$ cat config.mk
export PLATFORM = sky130hd
export DESIGN_NAME = serial_rx_ctrl_flat
export DESIGN_NICKNAME = d
export VERILOG_FILES = /design/src/rtl/serial_rx_ctrl_pkg.sv /design/src/rtl/serial_rx_ctrl_if.sv /design/src/rtl/serial_rx_ctrl_sync_detect.sv /design/src/rtl/serial_rx_ctrl.sv /design/src/flat_wrapper.sv
export SDC_FILE = /design/constraint.sdc
export NUM_CORES = 1
export LEC_CHECK = 0
export BUFFER_PORTS_ARGS = -buffer_cell sky130_fd_sc_hd__buf_2
export CAP_MARGIN = 20
export CORE_UTILIZATION = 45
export DETAILED_ROUTE_END_ITERATION = 8
export GPL_ROUTABILITY_DRIVEN = 0
export PLACE_DENSITY_LB_ADDON = 0.12
export SYNTH_ARGS = -nofsm -noshare
export SYNTH_HDL_FRONTEND = slang
export SYNTH_SLANG_ARGS = --single-unit
$ cat constraint.sdc
create_clock -name clk -period 4.32 [get_ports clk]
set_input_delay 0.648 -clock clk [delete_from_list [all_inputs] [get_ports clk]]
set_output_delay 0.648 -clock clk [all_outputs]
set_load 0.01 [all_outputs]
$ cat src/rtl/serial_rx_ctrl_pkg.sv
// Shared types and defaults for the serial receive control stage.
package serial_pkg;

    typedef enum logic [2:0] {
        ST_IDLE,
        ST_HUNT,
        ST_LOAD,
        ST_FLUSH,
        ST_DRAIN
    } state_e;

    localparam int unsigned SYNC_LEN_DEF  = 16;
    localparam logic [15:0] SYNC_WORD_DEF = 16'hA5C3;
    localparam int unsigned NIB_W         = 4;

endpackage

$ cat src/rtl/serial_rx_ctrl_if.sv
// Bit-stream input and frame-buffer control bundle of serial_rx_ctrl.
interface serial_rx_ctrl_if #(
    parameter int unsigned NDATA_LOG = 7
);
    logic                 en;
    logic                 bit_in;
    logic                 bit_vld;
    logic                 sr_din;
    logic                 sr_ena;
    logic [NDATA_LOG-1:0] sr_cnt;
    logic                 nib_vld;
    logic                 frame_done;
    logic                 sync_err;
    logic                 ovr;
    logic                 busy;

    modport master (
        output en, bit_in, bit_vld,
        input  sr_din, sr_ena, sr_cnt, nib_vld, frame_done, sync_err, ovr, busy
    );

    modport slave (
        input  en, bit_in, bit_vld,
        output sr_din, sr_ena, sr_cnt, nib_vld, frame_done, sync_err, ovr, busy
    );
endinterface

$ cat src/rtl/serial_rx_ctrl_sync_detect.sv
// Sliding sync-word detector; match is asserted combinationally for the bit that completes the word.
module sync_detect
    import serial_pkg::*;
#(
    parameter int unsigned         SYNC_LEN  = SYNC_LEN_DEF,
    parameter logic [SYNC_LEN-1:0] SYNC_WORD = SYNC_WORD_DEF
) (
    input  logic clk_i,
    input  logic rst_i,
    input  logic clr_i,
    input  logic shift_i,
    input  logic bit_i,
    output logic match_o
);
    // Only SYNC_LEN-1 bits of history are kept; the incoming bit completes the window.
    logic [SYNC_LEN-2:0] hist_q, hist_d;
    logic [SYNC_LEN-1:0] window;

    assign window  = {hist_q, bit_i};
    assign match_o = shift_i && (window == SYNC_WORD);

    always_comb begin
        hist_d = hist_q;
        if (clr_i) begin
            hist_d = '0;
        end else if (shift_i) begin
            hist_d = window[SYNC_LEN-2:0];
        end
    end

    always_ff @(posedge clk_i) begin
        if (rst_i) begin
            hist_q <= '0;
        end else begin
            hist_q <= hist_d;
        end
    end

endmodule

$ cat src/rtl/serial_rx_ctrl.sv
// Sync hunt, payload forwarding and latch/nibble-rotate drain control for the serial frame buffer.
module serial_rx_ctrl
    import serial_pkg::*;
#(
    parameter int unsigned         NDATA     = 128,
    parameter int unsigned         SYNC_LEN  = SYNC_LEN_DEF,
    parameter logic [SYNC_LEN-1:0] SYNC_WORD = SYNC_WORD_DEF,
    parameter int unsigned         TIMEOUT   = 255
) (
    input logic             clk,
    input logic             rst,
    serial_rx_ctrl_if.slave bus
);
    localparam int unsigned NDATA_LOG = $clog2(NDATA);
    localparam int unsigned GAP_W     = $clog2(TIMEOUT + 1);
    localparam int unsigned NIB_LOG   = $clog2(NIB_W);

    localparam logic [NDATA_LOG:0]   BCNT_LAST = (NDATA_LOG + 1)'(NDATA - 1);
    localparam logic [GAP_W-1:0]     GAP_LAST  = GAP_W'(TIMEOUT - 1);
    localparam logic [NDATA_LOG-1:0] CNT_IDLE  = NDATA_LOG'(1);
    localparam logic [NIB_LOG-1:0]   NIB_PHASE = NIB_LOG'(1);

    state_e               state_q, state_d;
    logic [NDATA_LOG:0]   bcnt_q, bcnt_d;
    logic [GAP_W-1:0]     gap_q, gap_d;
    logic [NDATA_LOG-1:0] sr_cnt_q, sr_cnt_d;
    logic                 sr_din_q, sr_din_d;
    logic                 sr_ena_q, sr_ena_d;
    logic                 frame_done_q, frame_done_d;
    logic                 sync_err_q, sync_err_d;
    logic                 ovr_q, ovr_d;
    logic                 busy_q, busy_d;
    logic                 hunt_shift, sync_clr, sync_match;

    assign hunt_shift = (state_q == ST_HUNT) && bus.en && bus.bit_vld;

    sync_detect #(
        .SYNC_LEN  (SYNC_LEN),
        .SYNC_WORD (SYNC_WORD)
    ) u_sync (
        .clk_i   (clk),
        .rst_i   (rst),
        .clr_i   (sync_clr),
        .shift_i (hunt_shift),
        .bit_i   (bus.bit_in),
        .match_o (sync_match)
    );

    always_comb begin
        state_d      = state_q;
        bcnt_d       = bcnt_q;
        gap_d        = gap_q;
        sr_cnt_d     = CNT_IDLE;
        sr_din_d     = sr_din_q;
        sr_ena_d     = 1'b0;
        frame_done_d = 1'b0;
        sync_err_d   = 1'b0;
        ovr_d        = 1'b0;
        sync_clr     = 1'b0;
        if (!bus.en) begin
            state_d  = ST_IDLE;
            sync_clr = 1'b1;
        end else begin
            unique case (state_q)
                ST_IDLE: state_d = ST_HUNT;
                ST_HUNT: begin
                    if (sync_match) begin
                        state_d = ST_LOAD;
                        bcnt_d  = '0;
                        gap_d   = '0;
                    end
                end
                ST_LOAD: begin
                    if (bus.bit_vld) begin
                        sr_din_d = bus.bit_in;
                        sr_ena_d = 1'b1;
                        gap_d    = '0;
                        if (bcnt_q != '1) bcnt_d = bcnt_q + 1'b1;
                        if (bcnt_q == BCNT_LAST) state_d = ST_FLUSH;
                    end else if (gap_q >= GAP_LAST) begin
                        sync_err_d = 1'b1;
                        sync_clr   = 1'b1;
                        state_d    = ST_HUNT;
                    end else if (gap_q != '1) begin
                        gap_d = gap_q + 1'b1;
                    end
                end
                ST_FLUSH: begin
                    ovr_d    = bus.bit_vld;
                    sr_cnt_d = '0;
                    state_d  = ST_DRAIN;
                end
                ST_DRAIN: begin
                    ovr_d = bus.bit_vld;
                    if (sr_cnt_q == '1) begin
                        frame_done_d = 1'b1;
                        sync_clr     = 1'b1;
                        state_d      = ST_HUNT;
                    end else begin
                        sr_cnt_d = sr_cnt_q + 1'b1;
                    end
                end
                default: state_d = ST_IDLE;
            endcase
        end
        busy_d = (state_d == ST_LOAD) || (state_d == ST_FLUSH) || (state_d == ST_DRAIN);
    end

    always_ff @(posedge clk) begin
        if (rst) begin
            state_q      <= ST_IDLE;
            bcnt_q       <= '0;
            gap_q        <= '0;
            sr_cnt_q     <= CNT_IDLE;
            sr_din_q     <= 1'b0;
            sr_ena_q     <= 1'b0;
            frame_done_q <= 1'b0;
            sync_err_q   <= 1'b0;
            ovr_q        <= 1'b0;
            busy_q       <= 1'b0;
        end else begin
            state_q      <= state_d;
            bcnt_q       <= bcnt_d;
            gap_q        <= gap_d;
            sr_cnt_q     <= sr_cnt_d;
            sr_din_q     <= sr_din_d;
            sr_ena_q     <= sr_ena_d;
            frame_done_q <= frame_done_d;
            sync_err_q   <= sync_err_d;
            ovr_q        <= ovr_d;
            busy_q       <= busy_d;
        end
    end

    assign bus.sr_din     = sr_din_q;
    assign bus.sr_ena     = sr_ena_q;
    assign bus.sr_cnt     = sr_cnt_q;
    assign bus.frame_done = frame_done_q;
    assign bus.sync_err   = sync_err_q;
    assign bus.ovr        = ovr_q;
    assign bus.busy       = busy_q;
    assign bus.nib_vld    = (state_q == ST_DRAIN) && (sr_cnt_q[NIB_LOG-1:0] == NIB_PHASE);

endmodule
$ cat src/flat_wrapper.sv
// flat-port wrapper written by rule: the top's interface ports become plain ports
module serial_rx_ctrl_flat import serial_pkg::*;
#(
    parameter int unsigned         NDATA     = 128,
    parameter int unsigned         SYNC_LEN  = SYNC_LEN_DEF,
    parameter logic [SYNC_LEN-1:0] SYNC_WORD = SYNC_WORD_DEF,
    parameter int unsigned         TIMEOUT   = 255
)
  (clk, rst, bus_en, bus_bit_in, bus_bit_vld, bus_sr_din, bus_sr_ena, bus_sr_cnt, bus_nib_vld, bus_frame_done, bus_sync_err, bus_ovr, bus_busy);
  serial_rx_ctrl_if bus_i ();
  input logic clk;
  input logic rst;
  input wire logic [$bits(bus_i.en)-1:0] bus_en;
  input wire logic [$bits(bus_i.bit_in)-1:0] bus_bit_in;
  input wire logic [$bits(bus_i.bit_vld)-1:0] bus_bit_vld;
  output wire logic [$bits(bus_i.sr_din)-1:0] bus_sr_din;
  output wire logic [$bits(bus_i.sr_ena)-1:0] bus_sr_ena;
  output wire logic [$bits(bus_i.sr_cnt)-1:0] bus_sr_cnt;
  output wire logic [$bits(bus_i.nib_vld)-1:0] bus_nib_vld;
  output wire logic [$bits(bus_i.frame_done)-1:0] bus_frame_done;
  output wire logic [$bits(bus_i.sync_err)-1:0] bus_sync_err;
  output wire logic [$bits(bus_i.ovr)-1:0] bus_ovr;
  output wire logic [$bits(bus_i.busy)-1:0] bus_busy;
  assign bus_i.en = bus_en;
  assign bus_i.bit_in = bus_bit_in;
  assign bus_i.bit_vld = bus_bit_vld;
  assign bus_sr_din = bus_i.sr_din;
  assign bus_sr_ena = bus_i.sr_ena;
  assign bus_sr_cnt = bus_i.sr_cnt;
  assign bus_nib_vld = bus_i.nib_vld;
  assign bus_frame_done = bus_i.frame_done;
  assign bus_sync_err = bus_i.sync_err;
  assign bus_ovr = bus_i.ovr;
  assign bus_busy = bus_i.busy;
  serial_rx_ctrl #(.NDATA(NDATA), .SYNC_LEN(SYNC_LEN), .SYNC_WORD(SYNC_WORD), .TIMEOUT(TIMEOUT)) u_core (.clk(clk), .rst(rst), .bus(bus_i));
endmodule
==> results.cfg <==
[status]
status = finished clean

[worst_hold_path]
hold_class = flip-flop to flip-flop
whs_path_depth = 2
min-delay-start = u_core.gap_q[7]
hold_end = u_core.gap_q[7]

[logic_synthesis]
synth_common_cells = dfxtp_1 (47), nand2_1 (41), a21oi_1 (32), nor2_1 (17), o21ai_0 (9)
synth_area_leaders = dfxtp_1 (45%), a21oi_1 (7.6%), nand2_1 (7.3%)
synthDistinctLibCells = 48
yosysSeqAreaShare_pct = 44.74
postSynthCellCount = 244
ys.flop_type = dfxtp_1
synth_area_um2 = 2103
syn_nets = 254
synth-seq-cells = 47
yosysMostFrequentCell = dfxtp_1
yosysWarnings = 0
yosys.area.top_type = dfxtp_1
avgSynthCellArea_um2 = 8.620
yosysTopAreaCellShare_pct = 44.74
synth-async-reset-ratio_pct = 0
synth_edf_count = 0

[setup_path]
cp-end-kind = flip-flop
worst_ep_arrival_time_ns = 2.86
reg2reg_from = u_core.state_q[2]
startpoint_type = primary input
path_class = primary input to flip-flop
path_max_fanout = 19
rrSetupSlack_ns = 1.84
ff2ff_path_depth = 5
required_ns = 4.55
r2r-end = u_core.bcnt_q[5]

[grt]
gr-usage-all-layers_pct = 17.99
grt_max_degree = 20
grt_pass1_wl_mm = 7.134
gr-total-overflow = 0
antenna_found_initial = 0
grt_pass1_vias = 1563

[clocking]
hold_buffers = 0
cts_tree = done
htree_levels = 2
cts_buffers = 5
cts.sinks = 47
cts.clk_slew.worst_paths_ns = 0.08
clk_path_buf_depth = 2
cts_resized = 0
post-cts-setup-buffers = 0
root_buffer = clkbuf_8
worstSkewPairLatency_ns = 0.30

[finish]
seqCellArea_um2 = 940.9
stdcell_count = 316
nets = 273
post-route-util_pct = 52.47
diodes = 0
multi_input_area_um2 = 1094
layout-drive-gt1-share_pct = 14.77
area_delta_synth_final_pct = 10.11
fillers = 429

[power]
p_sw_uw = 162.6
vdd_drop_max_uv = 143.9
comb_power_share_pct = 3.4
p_seq_share_pct = 60.6
pwr_density_cell_nw_per_um2 = 309.5
power.internal_uw = 554.3
p_clk_share_pct = 36.0
power.leakage_nw = 0.7927
p_sw_share_pct = 22.68

[timing]
period_share_pct = 60.76
tightest_slew_ns = 0.8604
relSlewSlack_pct = 42.52
drv_slew = 0
max_freq_ghz = 0.3810
setup_violations = 0
post-route-min-period_ns = 2.625
hold_viol = 0
fin_tns_setup_ns = 0
fin_worst_skew_ns = 0.005372
rsz0062_at_grt = no

[detailed_routing]
drt_iter0_markers = 92
ant_nets = 0
viasPerCell = 5.522
post-route-drc-count = 0
route.detailed.wl_per_inst_um = 12.96
drt_first_pass_iters = 4
dr_total_vias = 1745
wirelength_mm = 4.094

[die]
die-area_um2 = 4951
die_width_um = 70.37
die_h_um = 70.37
start_util_pct = 47.65
rows = 24
ios = 19
coreArea_um2 = 4414

[run]
maxCapViolCount = 0

[placed_design]
io_buffers = 18
place_hpwl_mm = 2.906
dp.cells = 306
per-layer routing:
| layer | vias up | track usage, % | routed length [um] |
|---|---|---|---|
| met5 | - | 0 | 0 |
| met4 | 0 | 6.000 | 58 |
| met3 | 5 | 5.483 | 137 |
| met2 | 18 | 27.20 | 1827 |
| met1 | 815 | 24.28 | 2071 |
| li1 | 907 | - | - |
power by group through the flow:
stage               clock network, mW  logic [mW]  registers [mW]
finish                          0.258      0.0245           0.435
global route                    0.283      0.0273           0.435
CTS                             0.269      0.0233           0.435
detailed placement                  0      0.0232           0.445
global placement                    0      0.0233           0.445
floorplan                           0      0.0167           0.445
area by class of cell:
type                       count  area share (%)
timing repair buffer          20           4.538
inverter                       7           1.135
tap                           52           2.809
clock buffer                   6           3.133
sequential                    47           40.63
clock inverter                 2          0.5402
multi-input combinational    182           47.22
state kept, by name (all words and copies together), names as in the netlist:
signal and count:
u_core.bus.sync_err 1, u_core.bus.sr_din 1, u_core.gap_q 8, u_core.bus.ovr 1, u_core.bus.sr_ena 1, u_core.state_q 3
u_core.bcnt_q 8, u_core.bus.busy 1, u_core.bus.frame_done 1, u_core.u_sync.hist_q 15, u_core.bus.sr_cnt 7
logic make-up (layout without fill, tap and decap cells):
kind of cell / count (synthesis) / count (layout) / share of synthesized area (%)
simple gates: 110 / 110 / 28.97
compound gates: 60 / 60 / 17.07
flops: 47 / 47 / 44.74
buf+inv: 15 / 35 / 3.272
xor+xnor: 6 / 6 / 2.498
fa+ha+maj: 5 / 5 / 2.974
mux: 1 / 1 / 0.4759
critical path: stages:
cell and delay [ns]:
buf_2 0.14, or2b_2 0.35, nor3b_4 0.61, a21oi_1 0.40, or4_1 0.56, a21oi_1 0.14
layout by cell type, fill, tap and decap left out, types with 2 or more instances in the layout:
cell type,n
dfxtp_1,47
nand2_1,41
a21oi_1,32
buf_2,18
nor2_1,17
o21ai_0,9
nand3_1,8
inv_1,7
o31ai_1,7
or4_1,6
or3_1,5
ha_1,5
clkbuf_8,5
nand4_1,4
xnor2_1,4
and3_1,3
nand4b_1,3
nand2b_1,3
nor3b_1,2
and2_1,2
or3b_2,2
and2_2,2
xor2_1,2
o211a_1,2
nor3_1,2
through the flow:
stage | power, mW | hold WS [ns] | worst slack, ns | instance area (um2)
floorplan | 0.4612 | 0.4255 | 1.966 | 2103
global placement | 0.4681 | 0.4497 | 1.447 | 2216
detailed placement | 0.4681 | 0.4451 | 1.380 | 2216
CTS | 0.7266 | 0.4574 | 1.683 | 2301
global route | 0.7451 | 0.4851 | 1.494 | 2316
finish | 0.7169 | 0.4512 | 1.695 | 2316
how the worst max path moves through the flow:
stage | startpoint | endpoint | slack, ns | cells past startpoint
6_report | bus_bit_vld | u_core.bcnt_q[5] | 1.69 | 6
3_5_place_dp | bus_bit_vld | u_core.bcnt_q[5] | 1.38 | 6
5_1_grt | bus_bit_vld | u_core.bcnt_q[5] | 1.49 | 6
3_3_place_gp | bus_bit_vld | u_core.bcnt_q[5] | 1.45 | 6
2_1_floorplan | bus_en | u_core.gap_q[5] | 1.97 | 7
4_1_cts | bus_bit_vld | u_core.bcnt_q[5] | 1.68 | 6
No activity file was read; power rests on OpenSTA's default activity.
